$ cat src/rtl/condicionador_comandos.sv
// -----------------------------------------------------------------------------
// condicionador_comandos
//
// Input conditioner for the drone simulator. The raw joystick axes and the
// confirm button are synchronized, debounced and turned into single-cycle
// pulses, so that one physical press produces exactly one movement step.
// While a direction is held and repetir_en is set, further pulses are issued
// after REPEAT_DELAY cycles and then every REPEAT_PERIOD cycles.
//
// Ports:
//   clock               system clock, rising edge
//   reset               asynchronous, active-high reset
//   habilitar           0 masks every pulse and parks both axis FSMs in PARADO
//   repetir_en          1 enables hold-to-repeat on both axes
//   controle_vertical   00 none, 01 up, 10 down, 11 invalid (treated as 00)
//   controle_horizontal 00 none, 01 forward, 10 back, 11 invalid (as 00)
//   confirma            raw confirm button
//   sobe/desce          one-cycle vertical movement pulses
//   frente/tras         one-cycle horizontal movement pulses
//   confirma_pulso      one-cycle pulse on a debounced confirm press
//   db_estado           {horizontal FSM, vertical FSM}; 00 PARADO, 01 ATIVO,
//                       10 REPETINDO
// -----------------------------------------------------------------------------
module condicionador_comandos #(
    parameter int DEBOUNCE_CYCLES = 4,
    parameter int REPEAT_DELAY    = 300,
    parameter int REPEAT_PERIOD   = 100
) (
    input  logic       clock,
    input  logic       reset,
    input  logic       habilitar,
    input  logic       repetir_en,
    input  logic [1:0] controle_vertical,
    input  logic [1:0] controle_horizontal,
    input  logic       confirma,
    output logic       sobe,
    output logic       desce,
    output logic       frente,
    output logic       tras,
    output logic       confirma_pulso,
    output logic [3:0] db_estado
);
    localparam int DB_W  = $clog2(DEBOUNCE_CYCLES + 1);
    localparam int T_MAX = (REPEAT_DELAY > REPEAT_PERIOD) ? REPEAT_DELAY : REPEAT_PERIOD;
    localparam int T_W   = $clog2(T_MAX + 1);

    localparam logic [DB_W-1:0] DB_LIMIT    = DB_W'(DEBOUNCE_CYCLES);
    localparam logic [T_W-1:0]  T_SAT       = T_W'(T_MAX);
    // The timer is cleared on the pulse edge and read before its own
    // increment, so a value of N-1 means N cycles have elapsed.
    localparam logic [T_W-1:0]  DELAY_LAST  = T_W'(REPEAT_DELAY - 1);
    localparam logic [T_W-1:0]  PERIOD_LAST = T_W'(REPEAT_PERIOD - 1);

    typedef enum logic [1:0] {
        PARADO    = 2'b00,
        ATIVO     = 2'b01,
        REPETINDO = 2'b10
    } estado_t;

    // Channel 0 = vertical, 1 = horizontal, 2 = confirm (upper bit always 0)
    logic [1:0] raw_chan    [3];
    logic [1:0] deb_chan    [3];
    estado_t    estado_axis [2];
    logic       pulse_pos   [2];
    logic       pulse_neg   [2];

    always_comb begin
        raw_chan[0] = (controle_vertical   == 2'b11) ? 2'b00 : controle_vertical;
        raw_chan[1] = (controle_horizontal == 2'b11) ? 2'b00 : controle_horizontal;
        raw_chan[2] = {1'b0, confirma};
    end

    // ---------------- synchronizer + debouncer per channel -------------------
    genvar gi;
    generate
        for (gi = 0; gi < 3; gi++) begin : g_chan
            logic [1:0]      sync1_reg;
            logic [1:0]      sync2_reg;
            logic [1:0]      cand_reg;   // previous synchronized sample
            logic [1:0]      deb_reg;
            logic [DB_W-1:0] cnt_reg;
            logic [DB_W-1:0] cnt_next;

            // A sample that differs from the previous one starts a new run.
            always_comb begin
                if (sync2_reg == cand_reg && cnt_reg != '0) begin
                    cnt_next = cnt_reg + 1'b1;
                end else begin
                    cnt_next = DB_W'(1);
                end
            end

            always_ff @(posedge clock or posedge reset) begin
                if (reset) begin
                    sync1_reg <= 2'b00;
                    sync2_reg <= 2'b00;
                    cand_reg  <= 2'b00;
                    deb_reg   <= 2'b00;
                    cnt_reg   <= '0;
                end else begin
                    sync1_reg <= raw_chan[gi];
                    sync2_reg <= sync1_reg;
                    cand_reg  <= sync2_reg;
                    if (sync2_reg == deb_reg) begin
                        cnt_reg <= '0;
                    end else if (cnt_next >= DB_LIMIT) begin
                        deb_reg <= sync2_reg;
                        cnt_reg <= '0;
                    end else begin
                        cnt_reg <= cnt_next;
                    end
                end
            end

            assign deb_chan[gi] = deb_reg;
        end
    endgenerate

    // ---------------- per-axis press / repeat FSM ----------------------------
    generate
        for (gi = 0; gi < 2; gi++) begin : g_axis
            estado_t        state_reg;
            logic [T_W-1:0] timer_reg;
            logic [1:0]     dir_reg;
            // Cleared while disabled with the axis deflected, so a direction
            // held through enable must return to 00 before it can fire.
            logic           armed_reg;
            logic           pos_reg;
            logic           neg_reg;
            logic [1:0]     d;

            assign d = deb_chan[gi];

            always_ff @(posedge clock or posedge reset) begin
                if (reset) begin
                    state_reg <= PARADO;
                    timer_reg <= '0;
                    dir_reg   <= 2'b00;
                    armed_reg <= 1'b1;
                    pos_reg   <= 1'b0;
                    neg_reg   <= 1'b0;
                end else begin
                    pos_reg <= 1'b0;
                    neg_reg <= 1'b0;
                    if (timer_reg != T_SAT) begin
                        timer_reg <= timer_reg + 1'b1;
                    end
                    if (d == 2'b00) begin
                        armed_reg <= 1'b1;
                    end
                    if (!habilitar) begin
                        state_reg <= PARADO;
                        timer_reg <= '0;
                        if (d != 2'b00) begin
                            armed_reg <= 1'b0;
                        end
                    end else begin
                        // d is never 11, so d[0]/d[1] select the direction
                        case (state_reg)
                            PARADO: begin
                                if (d != 2'b00 && armed_reg) begin
                                    pos_reg   <= d[0];
                                    neg_reg   <= d[1];
                                    dir_reg   <= d;
                                    timer_reg <= '0;
                                    state_reg <= ATIVO;
                                end
                            end
                            ATIVO: begin
                                if (d == 2'b00) begin
                                    state_reg <= PARADO;
                                end else if (d != dir_reg) begin
                                    pos_reg   <= d[0];
                                    neg_reg   <= d[1];
                                    dir_reg   <= d;
                                    timer_reg <= '0;
                                end else if (repetir_en && timer_reg >= DELAY_LAST) begin
                                    pos_reg   <= dir_reg[0];
                                    neg_reg   <= dir_reg[1];
                                    timer_reg <= '0;
                                    state_reg <= REPETINDO;
                                end
                            end
                            REPETINDO: begin
                                if (d == 2'b00) begin
                                    state_reg <= PARADO;
                                end else if (d != dir_reg) begin
                                    pos_reg   <= d[0];
                                    neg_reg   <= d[1];
                                    dir_reg   <= d;
                                    timer_reg <= '0;
                                    state_reg <= ATIVO;
                                end else if (!repetir_en) begin
                                    timer_reg <= '0;
                                    state_reg <= ATIVO;
                                end else if (timer_reg >= PERIOD_LAST) begin
                                    pos_reg   <= dir_reg[0];
                                    neg_reg   <= dir_reg[1];
                                    timer_reg <= '0;
                                end
                            end
                            default: state_reg <= PARADO;
                        endcase
                    end
                end
            end

            assign estado_axis[gi] = state_reg;
            assign pulse_pos[gi]   = pos_reg;
            assign pulse_neg[gi]   = neg_reg;
        end
    endgenerate

    // ---------------- confirm edge detector ----------------------------------
    // The previous value keeps tracking while disabled, so a button held
    // through enable does not fire.
    logic conf_now;
    logic conf_prev_reg;
    logic conf_pulse_reg;

    assign conf_now = (deb_chan[2] == 2'b01);

    always_ff @(posedge clock or posedge reset) begin
        if (reset) begin
            conf_prev_reg  <= 1'b0;
            conf_pulse_reg <= 1'b0;
        end else begin
            conf_prev_reg  <= conf_now;
            conf_pulse_reg <= habilitar && conf_now && !conf_prev_reg;
        end
    end

    assign sobe           = pulse_pos[0];
    assign desce          = pulse_neg[0];
    assign frente         = pulse_pos[1];
    assign tras           = pulse_neg[1];
    assign confirma_pulso = conf_pulse_reg;
    assign db_estado      = {estado_axis[1], estado_axis[0]};

endmodule

$ cat config.mk
export PLATFORM = sky130hd
export DESIGN_NAME = condicionador_comandos
export DESIGN_NICKNAME = d
export VERILOG_FILES = /design/src/rtl/condicionador_comandos.sv
export SDC_FILE = /design/constraint.sdc
export NUM_CORES = 1
export LEC_CHECK = 0
export CAP_MARGIN = 30
export CORE_MARGIN = 1
export CORE_UTILIZATION = 30
export DETAILED_ROUTE_END_ITERATION = 12
export GPL_TIMING_DRIVEN = 1
export HOLD_SLACK_MARGIN = 0.12
export PLACE_DENSITY_LB_ADDON = 0.12
export SLEW_MARGIN = 20
export SYNTH_ARGS = -nofsm -noshare
export SYNTH_HDL_FRONTEND = slang
export SYNTH_SLANG_ARGS = --single-unit
export TNS_END_PERCENT = 30
$ cat constraint.sdc
create_clock -name clock -period 3.4 [get_ports clock]
set_clock_uncertainty 0.2 [all_clocks]
set_input_delay 1.02 -clock clock [delete_from_list [all_inputs] [get_ports clock]]
set_output_delay 1.02 -clock clock [all_outputs]
set_load 0.05 [all_outputs]
# After elaboration in Yosys (flattened, before gate mapping)
# Cells that the tools add are included.
[totals]
inputBits = 9
output_inout_bits = 9
elab_cells = 208
register_bits = 63
[op_classes]
bitwise_logic = 3
eq_ne = 30
n_addsub = 5
magnitude_cmp = 7
muxes = 104
n_reduce_logical = 30
[op_table]
columns = ["operator", "n"]
rows = [
  ["$mux 9", 20],
  ["$pmux 9 s3", 2],
  ["$mux 2", 23],
  ["$mux 1", 42],
  ["$mux 3", 9],
  ["$add 9x1->9 const B", 2],
  ["$ge 9x7->1 const B", 2],
  ["$ge 9x9->1 const B", 2],
  ["$ne 9x9->1 const B", 2],
  ["$ne 4x4->1 const B", 4],
  ["$pmux 1 s3", 4],
  ["$pmux 2 s3", 2],
  ["$ne 5x5->1 const B", 2],
  ["$reduce_and 5->1", 2],
  ["$add 3x1->3 const B", 3],
  ["$ge 3x3->1 const B", 3],
  ["$logic_and 1x1->1", 9],
  ["$reduce_bool 3->1", 3],
  ["$eq 2x2->1", 4],
  ["$eq 2x2->1 const B", 4],
  ["$logic_not 2->1", 4],
  ["$ne 2x2->1 const B", 4],
  ["$pmux 2 s2", 2],
  ["$reduce_and 4->1", 2],
  ["10 further kinds", 23],
]

# Logic depth before layout (Yosys ltp)
[depth]
depth_word = 8
ltp_mapped = 7
ltp_nobuf = 7

# Worst setup path after synthesis
# Ideal clock, no wire load.
[synth_path]
path_kind = "input-to-reg"
start = "input port repetir_en"
end = "register g_axis[1].timer_reg[2]"
path_slack_ns = 1.088
stages = 5
n_path_buf = 0
setup_ns = 0.147
t_required_ns = 3.053
t_arrival_ns = 1.964
cell_sequence = "nand4_1 o22ai_1 a21boi_0 a32oi_1 nor3_1"
[synth_via]
elab_chain_len = 6
word_cells_on_any_way = 9
classes_between = "8 x mux; 1 x reduce/logical"
[synth_rtl]
columns = ["element", "line_no", "text"]
rows = [
  ["start: declaration", "32", "input logic repetir_en,"],
  ["$logic_and 1x1->1", "177", "end else if (repetir_en && timer_reg >= DELAY_LAST) begin"],
  ["$mux 9", "177", ""],
  ["$mux 9", "172", "end else if (d != dir_reg) begin"],
  ["$mux 9", "170", "if (d == 2'b00) begin"],
  ["$pmux 9 s3 *", "159", "case (state_reg)"],
  ["$mux 9 *", "151", "if (!habilitar) begin"],
  ["end signal: assignment", "146", "timer_reg <= timer_reg + 1'b1;"],
  ["end: declaration", "123", "logic [T_W-1:0] timer_reg;"],
]
# Every way passes the cells marked *; elsewhere a longest branch is shown, timed or not.
# A chain may end at the register's enable or synchronous reset.

# Worst setup path in the final report
[layout_path]
start = "register g_axis[1].state_reg[0]"
end = "output port db_estado[2]"
[layout_rtl]
columns = ["element", "line_no", "text"]
rows = [
  ["start: declaration", "122", "estado_t state_reg;"],
  ["start signal: assignment", "136", "state_reg <= PARADO;"],
  ["start signal: assignment", "152", "state_reg <= PARADO;"],
  ["start signal: assignment", "166", "state_reg <= ATIVO;"],
  ["end: declaration", "41", "output logic [3:0] db_estado"],
]
# No word-level cell between the ends.

==> impl_metrics.ini <==
[outcome]
status = finished, final reports clean

[die]
placementRows = 38
initial_core_util = 0.307
die_w_um = 107
ios = 18
die_area_um2 = 11500
coreArea_um2 = 10800
die_height_um = 107

[layout]
drive_above_1_share = 0.101
nets = 379
largest_reg_flops = 18
design_area_um2 = 3870
synthToLayoutAreaGrowth_pct = 16.1
antennaDiodeCount = 0

[power]
p_leak_nw = 1.67
p_per_area_nw_per_um2 = 679
ir_worst_vdd_mv = 0.263

[clock_network]
clk_pin_slew_ps = 70
cts_buffers = 9
cts-resized-gates = 0
cts_root_buf = clkbuf_8
postCtsHoldBufs = 0
clockBufferDepth = 2
cts_tree = built
cts_setup_buffers = 0
cts_max_level = 3
cts.sink_count = 63
clock_latency_ps = 340

[synth]
synth-simple-area-share = 0.168
ys_seq_area_frac = 0.474
synth_area_leaders = dfrtp_1 (46%), ha_1 (6.8%), xnor2_1 (4.7%)
synth_area_leader_cell = dfrtp_1
postSynth.asyncResetShare = 1.00
synth_area_per_cell_um2 = 10.2
syn_inst = 326
ys_ff_latch = 63
synth_top_family_by_area = simple AND/OR/NAND/NOR gates
synth_compound_area_frac = 0.133
yosysMostFrequentCell = dfrtp_1
ys.flop_type = dfrtp_1
synthMuxAreaShare = 0.0394
synth-edff-count = 0
netlist.area_leader.share = 0.458
yosys.cell_types.count = 55
synth_xor_area_frac = 0.0736
synth_commonest_cells = dfrtp_1 (61), nor2_1 (35), inv_1 (27), nand2_1 (20)
netlist_area_um2 = 3330
ys_warn_count = 0
synthAdderAreaFrac = 0.0676

[setup_path]
cpMaxStageDelayCell = clkdlybuf4s50_1
worst-path-buf-inv = 1
crit_type = reg -> out
cp-end-kind = output port
crit_arrival_ps = 1590
path_cells = clkdlybuf4s50_1
worst_setup_path_start_kind = register
crit_path_max_fanout = 5
cp_top_family = buffers and inverters
slowest_delay_ps = 830
required_ps = 2180

[placement]
dpl_cell_area_um2 = 3680
place_hpwl_um = 4290
gp_congestion = 0.779
port_buffers = 17

[global_routing]
antenna_found_initial = 0
overflow = 0
grtUsageTotal = 0.125
grt_pass1_vias = 2317
grt_pass1_wl_um = 11100
grt_max_degree = 64

[sta]
fmax_ghz = 0.356
slew_headroom = 0.658
rsz0062_at_grt = false
tns_ps = 0
finalSetupViolations = 0
drv_slew = 0
report.final.hold_viol_count = 0
worst_pin_slew_ps = 509
fin_crit_sh = 0.827
post-route-min-period_ps = 2810

[hold_path]
hold_class = reg -> reg

[drt]
vias = 2352
drt_iter0_markers = 112
drt_first_pass_iters = 4
route.detailed.drc = 0
routed_wl_um = 6150
wire_per_inst_um = 12.4
ant_nets = 0
viasPerCell = 4.73

[job]
cap_viol_max_count = 0
-- routing by layer --
metal | vias up | global-route usage | wire, um
li1 | 1182 | - | -
met1 | 1136 | 0.157 | 2910
met2 | 26 | 0.194 | 2940
met3 | 8 | 0.0400 | 189
met4 | 0 | 0.0558 | 119
met5 | - | 0 | 0
-- power breakdown --
| part | internal [W] | leakage, nW | switching [W] |
|---|---|---|---|
| Combinational | 0.000400 | 0.749 | 0.000510 |
| Sequential | 0.000902 | 0.821 | 0.000186 |
| Clock | 0.000355 | 0.100 | 0.000272 |
-- area by class of cell --
| type | instances | area (um2) |
|---|---|---|
| multi-input cells | 231 | 1620 |
| flip-flops and latches | 63 | 1580 |
| fillers | 1101 | 6970 |
| well taps | 140 | 175 |
| clock buffers | 12 | 145 |
| repair buffers | 20 | 205 |
| inverters | 27 | 101 |
| clock inverters | 4 | 45.0 |
-- through the flow --
step / power (W) / setup WS [ps] / hold slack, ps / utilization / instances
5_1_grt: 0.00283 / 507 / 160 / 0.357 / 497
2_1_floorplan: 0.00179 / 614 / 131 / - / 328
6_report: 0.00262 / 590 / 148 / 0.357 / 497
3_3_place_gp: 0.00202 / 402 / 131 / 0.339 / 481
3_5_place_dp: 0.00202 / 388 / 136 / 0.339 / 481
4_1_cts: 0.00267 / 551 / 151 / 0.357 / 497
-- layout by cell type (no fill, tap or decap), types with 4 or more instances in the layout --
| master | count |
|---|---|
| a21oi_1 | 10 |
| xnor2_1 | 18 |
| o22ai_1 | 4 |
| ha_1 | 18 |
| nand2b_1 | 9 |
| clkdlybuf4s50_1 | 17 |
| clkbuf_8 | 10 |
| nor2_1 | 35 |
| nand2_1 | 20 |
| nand3_1 | 8 |
| a211oi_1 | 4 |
| nand4_1 | 9 |
| xor2_1 | 10 |
| o21ai_0 | 6 |
| nor2b_1 | 10 |
| mux2_2 | 9 |
| inv_1 | 26 |
| nor3_1 | 5 |
| dfrtp_1 | 61 |
-- kinds of logic after synthesis --
logic type | Yosys count
simple gates | 111
xor+xnor | 28
other cells | 1
compound gates | 59
flops | 63
fa+ha+maj | 18
mux | 12
buf+inv | 34
-- final timing paths --
check | startpoint | to | slack [ps] | cells after the start
setup reg to reg | g_axis[0].timer_reg[0]$_DFF_PP0_ | g_axis[0].timer_reg[3]$_DFF_PP0_ | 1070 | 6
hold reg to reg | g_chan[1].sync1_reg[0]$_DFF_PP0_ | g_chan[1].sync2_reg[0]$_DFF_PP0_ | 150 | 0
hold / removal | g_chan[1].sync1_reg[0]$_DFF_PP0_ | g_chan[1].sync2_reg[0]$_DFF_PP0_ | 150 | 0
max in group asynchronous | reset | g_axis[0].armed_reg$_DFF_PP1_ | 1800 | 3
min in group asynchronous | reset | g_axis[1].state_reg[1]$_DFFE_PP0P_ | 870 | 3
setup / recovery | g_axis[1].state_reg[0]$_DFFE_PP0P_ | db_estado[2] | 590 | 1
Note: power is estimated with default switching activity, not from simulation.
